`config.mk`:
```
export PLATFORM = sky130hd
export DESIGN_NAME = div_16x8_seq
export DESIGN_NICKNAME = d
export VERILOG_FILES = /design/src/rtl/div_16x8_seq.sv
export SDC_FILE = /design/constraint.sdc
export NUM_CORES = 1
export LEC_CHECK = 0
export ABC_AREA = 1
export BUFFER_PORTS_ARGS = -buffer_cell sky130_fd_sc_hd__buf_2
export CAP_MARGIN = 30
export CORE_UTILIZATION = 35
export CTS_CLUSTER_SIZE = 8
export DETAILED_ROUTE_END_ITERATION = 10
export HOLD_SLACK_MARGIN = 0.15
export SYNTH_ARGS = -nofsm -noshare
export SYNTH_HDL_FRONTEND = slang
export SYNTH_SLANG_ARGS = --single-unit
```
`constraint.sdc`:
```
create_clock -name clk -period 3.1 [get_ports clk]
set_input_delay 0.465 -clock clk [delete_from_list [all_inputs] [get_ports clk]]
set_output_delay 0.465 -clock clk [all_outputs]
set_load 0.02 [all_outputs]
```
`src/rtl/div_16x8_seq.sv`:
```
// ---------------------------------------------------------------------------
// div_16x8_seq
//   Sequential restoring divider: 16-bit dividend R by 8-bit divisor B.
//   It produces an 8-bit quotient Q and an 8-bit remainder REM, resolving one
//   quotient bit per cycle. It is the inverse of the 8x8 multiplier family:
//   it recovers an operand from a 16-bit product.
//
//   Optional feature macro: DIV_ROUND_EN
//     Defined   : an extra ROUND state rounds Q to nearest (2*REM >= B
//                 rounds up). An 8'hFF quotient that would round up
//                 raises ovf. REM keeps the truncated remainder.
//     Undefined : truncating quotient, no ROUND state.
//
// Ports
//   clk        in   1   clock, rising edge
//   rst        in   1   synchronous active-high reset
//   R          in  16   dividend
//   B          in   8   divisor
//   in_valid   in   1   R/B valid
//   in_ready   out  1   divider idle and able to accept
//   Q          out  8   quotient (8'hFF on overflow)
//   REM        out  8   remainder (8'hFF on overflow)
//   ovf        out  1   quotient does not fit in 8 bits, or B == 0
//   out_valid  out  1   Q/REM/ovf valid
//   out_ready  in   1   downstream accepts result
// ---------------------------------------------------------------------------
module div_16x8_seq (
  input  logic        clk,
  input  logic        rst,
  input  logic [15:0] R,
  input  logic [7:0]  B,
  input  logic        in_valid,
  output logic        in_ready,
  output logic [7:0]  Q,
  output logic [7:0]  REM,
  output logic        ovf,
  output logic        out_valid,
  input  logic        out_ready
);

  typedef enum logic [1:0] {
    IDLE  = 2'd0,
    CALC  = 2'd1,
`ifdef DIV_ROUND_EN
    ROUND = 2'd3,
`endif
    DONE  = 2'd2
  } state_t;

  state_t      state;
  state_t      next_state;

  // Captured operands. Only the low dividend byte is kept: the high byte
  // seeds the partial remainder at accept time.
  logic [7:0]  r_lo;
  logic [7:0]  div_b;
  logic [7:0]  p;        // partial remainder; always < div_b, so 8 bits suffice
  logic [2:0]  cnt;      // index of the quotient bit being resolved

  logic        ovf_in;
  logic [8:0]  t;
  logic        ge;
  logic [7:0]  p_step;
  logic [7:0]  p_next;
  logic        in_ready_d;
  logic        out_valid_d;

`ifdef DIV_ROUND_EN
  logic        round_up;
`endif

  // Operand-level overflow: the quotient needs more than 8 bits when
  // R[15:8] >= B. This also catches B == 0.
  assign ovf_in = (R[15:8] >= B);

  // One restoring step. Shift in the next dividend bit, then compare in 9 bits.
  // Because p < div_b, the difference t - div_b is < div_b, so its low 8 bits
  // are exact.
  assign t      = {p, r_lo[cnt]};
  assign ge     = (t >= {1'b0, div_b});
  assign p_step = t[7:0] - div_b;
  assign p_next = ge ? p_step : t[7:0];

`ifdef DIV_ROUND_EN
  // 2*REM >= B, evaluated on the final partial remainder
  assign round_up = ({p, 1'b0} >= {1'b0, div_b});
`endif

  // State register plus registered handshake outputs
  always_ff @(posedge clk) begin
    if (rst) begin
      state     <= IDLE;
      in_ready  <= 1'b1;
      out_valid <= 1'b0;
    end else begin
      state     <= next_state;
      in_ready  <= in_ready_d;
      out_valid <= out_valid_d;
    end
  end

  // Next-state logic
  always_comb begin
    next_state = state;
    case (state)
      IDLE: begin
        if (in_valid) begin
          if (ovf_in) begin
            next_state = DONE;
          end else begin
            next_state = CALC;
          end
        end else begin
          next_state = IDLE;
        end
      end
      CALC: begin
        if (cnt == 3'd0) begin
`ifdef DIV_ROUND_EN
          next_state = ROUND;
`else
          next_state = DONE;
`endif
        end else begin
          next_state = CALC;
        end
      end
`ifdef DIV_ROUND_EN
      ROUND: begin
        next_state = DONE;
      end
`endif
      DONE: begin
        if (out_ready) begin
          next_state = IDLE;
        end else begin
          next_state = DONE;
        end
      end
      default: begin
        next_state = IDLE;
      end
    endcase
  end

  // Output decode. Handshake flags follow the state being entered, so the
  // registered flags line up with the state register.
  always_comb begin
    in_ready_d  = 1'b0;
    out_valid_d = 1'b0;
    case (next_state)
      IDLE: begin
        in_ready_d  = 1'b1;
        out_valid_d = 1'b0;
      end
      DONE: begin
        in_ready_d  = 1'b0;
        out_valid_d = 1'b1;
      end
      default: begin
        in_ready_d  = 1'b0;
        out_valid_d = 1'b0;
      end
    endcase
  end

  // Datapath. Operand capture, the restoring iteration and the result
  // registers. Results are touched only on the transition into DONE, or in
  // CALC/ROUND.
  always_ff @(posedge clk) begin
    if (rst) begin
      r_lo  <= 8'h00;
      div_b <= 8'h00;
      p     <= 8'h00;
      cnt   <= 3'd0;
      Q     <= 8'h00;
      REM   <= 8'h00;
      ovf   <= 1'b0;
    end else begin
      case (state)
        IDLE: begin
          if (in_valid) begin
            r_lo  <= R[7:0];
            div_b <= B;
            p     <= R[15:8];
            cnt   <= 3'd7;
            if (ovf_in) begin
              Q   <= 8'hFF;
              REM <= 8'hFF;
              ovf <= 1'b1;
            end
          end
        end
        CALC: begin
          p      <= p_next;
          Q[cnt] <= ge;
          cnt    <= cnt - 3'd1;
          if (cnt == 3'd0) begin
            REM <= p_next;
            ovf <= 1'b0;
          end
        end
`ifdef DIV_ROUND_EN
        ROUND: begin
          if (round_up) begin
            if (Q == 8'hFF) begin
              ovf <= 1'b1;
            end else begin
              Q <= Q + 8'd1;
            end
          end
        end
`endif
        DONE: begin
          // results held until the output handshake
        end
        default: begin
          // unreachable encodings hold everything; next_state recovers to IDLE
        end
      endcase
    end
  end

endmodule
```
==> out/metrics.csv <==
metric,value,unit
gr-total-overflow,0,
hold_path_class,in -> reg,
irDropWorstVdd,0.296,mV
period_share,78.8,%
clockBufferDepth,2,
synthesis.area,2900,um^2
grt_pass1_vias,2619,
ys_top_cells_by_area,"dfxtp_1 (33%), nand2_1 (11%), ha_1 (7.8%)",
synth_top_family_by_area,simple AND/OR/NAND/NOR gates,
yosysWarnings,0,
synth_fa_ha_area_share,8.45,%
die_x,93.1,um
routed_wl,6980,um
hpwl,5360,um
grt_usage,17.6,%
setup_viol,0,
critPathCaptureType,flip-flop,
muxShareOfSynthArea,0,%
nets,515,
drtAntennaViolNets,0,
antenna_cells,0,
synth_top_area_share,33.1,%
synth-xor-area-share,0.603,%
core-area,7890,um^2
finClkSkew,0.00955,ns
drc_errors,0,
power_density,605,nW/um^2
drtIter0Drc,112,
cts_inserted_buffers,5,
grt_max_degree,33,
clock_latency,0.31,ns
min_period,2.44,ns
routedWlPerCell,12.2,um
worst_slew_pin_slew,0.693,ns
drive_gt1_share,17.1,%
dieHeight,93.1,um
slowest_stage,dfxtp_1,
critPathArrivalTime,2.64,ns
critical_path_peak_fanout,11,
hold_buffers,0,
synth_seq_cells,48,
grt_pass1_wl,12000,um
fmax,0.410,GHz
path_buf_inv,3,
max_cap_viol_count,0,
setup_tns,0,ns
rsz0062_at_grt,no,
root_buffer,clkbuf_8,
h-tree-depth,2,
status,completed,
yosysSeqAreaShare,33.1,%
p_leak,0.00163,uW
route.vias.total,2750,
synth_area_leader_cell,dfxtp_1,
syn_to_final_growth,13.2,%
start_util,36.8,%
path_cells,"inv_2, nand2_1, nand2_1, nand2_1, nand2_1, nand2_1, nand2_1, inv_2, ha_1, fa_1, inv_1, nand2_1, nand2_1, o21ai_0, a21oi_1, nand2_1, a21oi_1, nor2_1",
drt-vias-per-instance,4.82,
syn_inst,427,
ios,47,
drv_slew,0,
start_kind,flip-flop,
clkSinkCount,48,
postCtsSetupBuffers,0,
rows,32,
synth_cell_type_count,33,
synth_nets,474,
antenna_found_initial,0,
clk_pin_slew,0.10,ns
crit_path_frequent_cell,nand2_1,
total_power,1990,uW
cts-resized-gates,0,
relSlewSlack,53.8,%
first_pass_iters,4,
synth_area_per_cell,6.80,um^2
crit_type,reg -> reg,
io_buffers,46,
critical-path-top-delay-family,simple AND/OR/NAND/NOR gates,
final-hold-violation-count,0,
die-area,8660,um^2
slowest_delay,0.41,ns
place_congestion,0.825,
synth_simple_gate_area_share,31.9,%
cts_tree,built,
cp.required,3.30,ns
synth_compound_area_share,15.3,%
[synthesized netlist by cell type]
master	n
nor2_1	59
nand4_1	4
clkbuf_8	1
dfxtp_1	48
buf_6	2
nand4_4	1
nand2_2	3
a21oi_4	1
nand2_4	2
o21a_1	1
nor2_4	4
or2_4	1
nor2_2	1
o21bai_1	1
inv_1	52
and2_1	1
a21oi_1	39
xnor2_1	1
nand2_1	85
nand3_2	4
inv_2	7
ha_1	18
buf_1	2
nand3b_1	1
buf_2	4
buf_4	1
xor2_1	1
o21ai_0	33
nor3_1	2
nand3_1	35
o31ai_1	7
fa_1	1
clkbuf_1	4
[worst reg2reg max path: stages (launching register included)]
cell and delay (ns):
dfxtp_1 0.41, inv_2 0.20, nand2_1 0.08, nand2_1 0.06, nand2_1 0.04, nand2_1 0.06, nand2_1 0.05, nand2_1 0.09
inv_2 0.04, ha_1 0.20, fa_1 0.41, inv_1 0.09, nand2_1 0.05, nand2_1 0.06, o21ai_0 0.07, a21oi_1 0.13
nand2_1 0.08, a21oi_1 0.15, nor2_1 0.06
[layout make-up]
| class | count | area, um^2 |
|---|---|---|
| clock inverters | 2 | 13.8 |
| well taps | 102 | 128 |
| clock buffers | 6 | 82.6 |
| multi-input cells | 306 | 1630 |
| flip-flops and latches | 48 | 961 |
| inverters | 59 | 221 |
| fillers | 857 | 4600 |
| repair buffers | 48 | 245 |
[where the power goes]
part / total (uW) / switching, uW / leakage [uW] / internal (uW)
registers: 763 / 57.9 / 0.000397 / 706
clock network: 410 / 227 / 0.0000516 / 183
logic: 815 / 532 / 0.00118 / 283
total: 1990 / 817 / 0.00163 / 1170
[layer usage]
| layer | global-route usage (%) | routed length (um) |
|---|---|---|
| met5 | 0 | 0 |
| met2 | 32.2 | 3540 |
| met3 | 3.25 | 196 |
| met1 | 20.7 | 3160 |
| met4 | 5.26 | 85 |
[flip-flops by register name (all words and copies together), names as in the netlist]
register	cells
Q	8
REM	8
cnt	3
div_b	8
in_ready	1
out_valid	1
ovf	1
p	8
r_lo	8
state	2
[cell usage in the layout, fill, tap and decap left out, types with 2 or more instances in the layout]
cell type / n
nand2_1: 85
nor2_1: 59
inv_1: 52
dfxtp_1: 48
buf_2: 46
a21oi_1: 39
nand3_1: 35
o21ai_0: 33
ha_1: 18
inv_2: 7
o31ai_1: 7
clkbuf_8: 6
nor2_4: 4
nand4_1: 4
nand3_2: 4
nand2_2: 3
nor3_1: 2
nand2_4: 2
buf_4: 2
[cell families (layout without fill, tap and decap cells)]
family                   Yosys count  after routing
flip-flops                        48             48
buffers and inverters             73            115
AND/OR/NAND/NOR                  203            203
XOR/XNOR                           2              2
AO/OA/AOI/OAI                     82             82
adder cells (fa/ha/maj)           19             19
[metrics by stage]
stage,setup WS [ns],util (%),cell area [um^2],hold slack (ns),std cells
after floorplan,0.901,-,2900,0.435,427
after global placement,0.767,40.4,3190,0.437,563
after detailed placement,0.698,40.4,3190,0.436,563
after CTS,0.640,41.7,3290,0.405,571
after global routing,0.376,41.7,3290,0.419,571
final,0.658,41.7,3290,0.401,571
[path summary, 6_finish.rpt]
| path | end | depth (start not counted) | slack, ns | from |
|---|---|---|---|---|
| worst max register to register | REM[4] | 18 | 0.66 | cnt[0] |
| worst max-delay path | REM[4] | 18 | 0.66 | cnt[0] |
| worst min register to register | Q[2] | 2 | 0.45 | Q[2] |
| worst min-delay path | r_lo[5] | 3 | 0.40 | R[5] |
No activity file was read; power rests on OpenSTA's default activity.
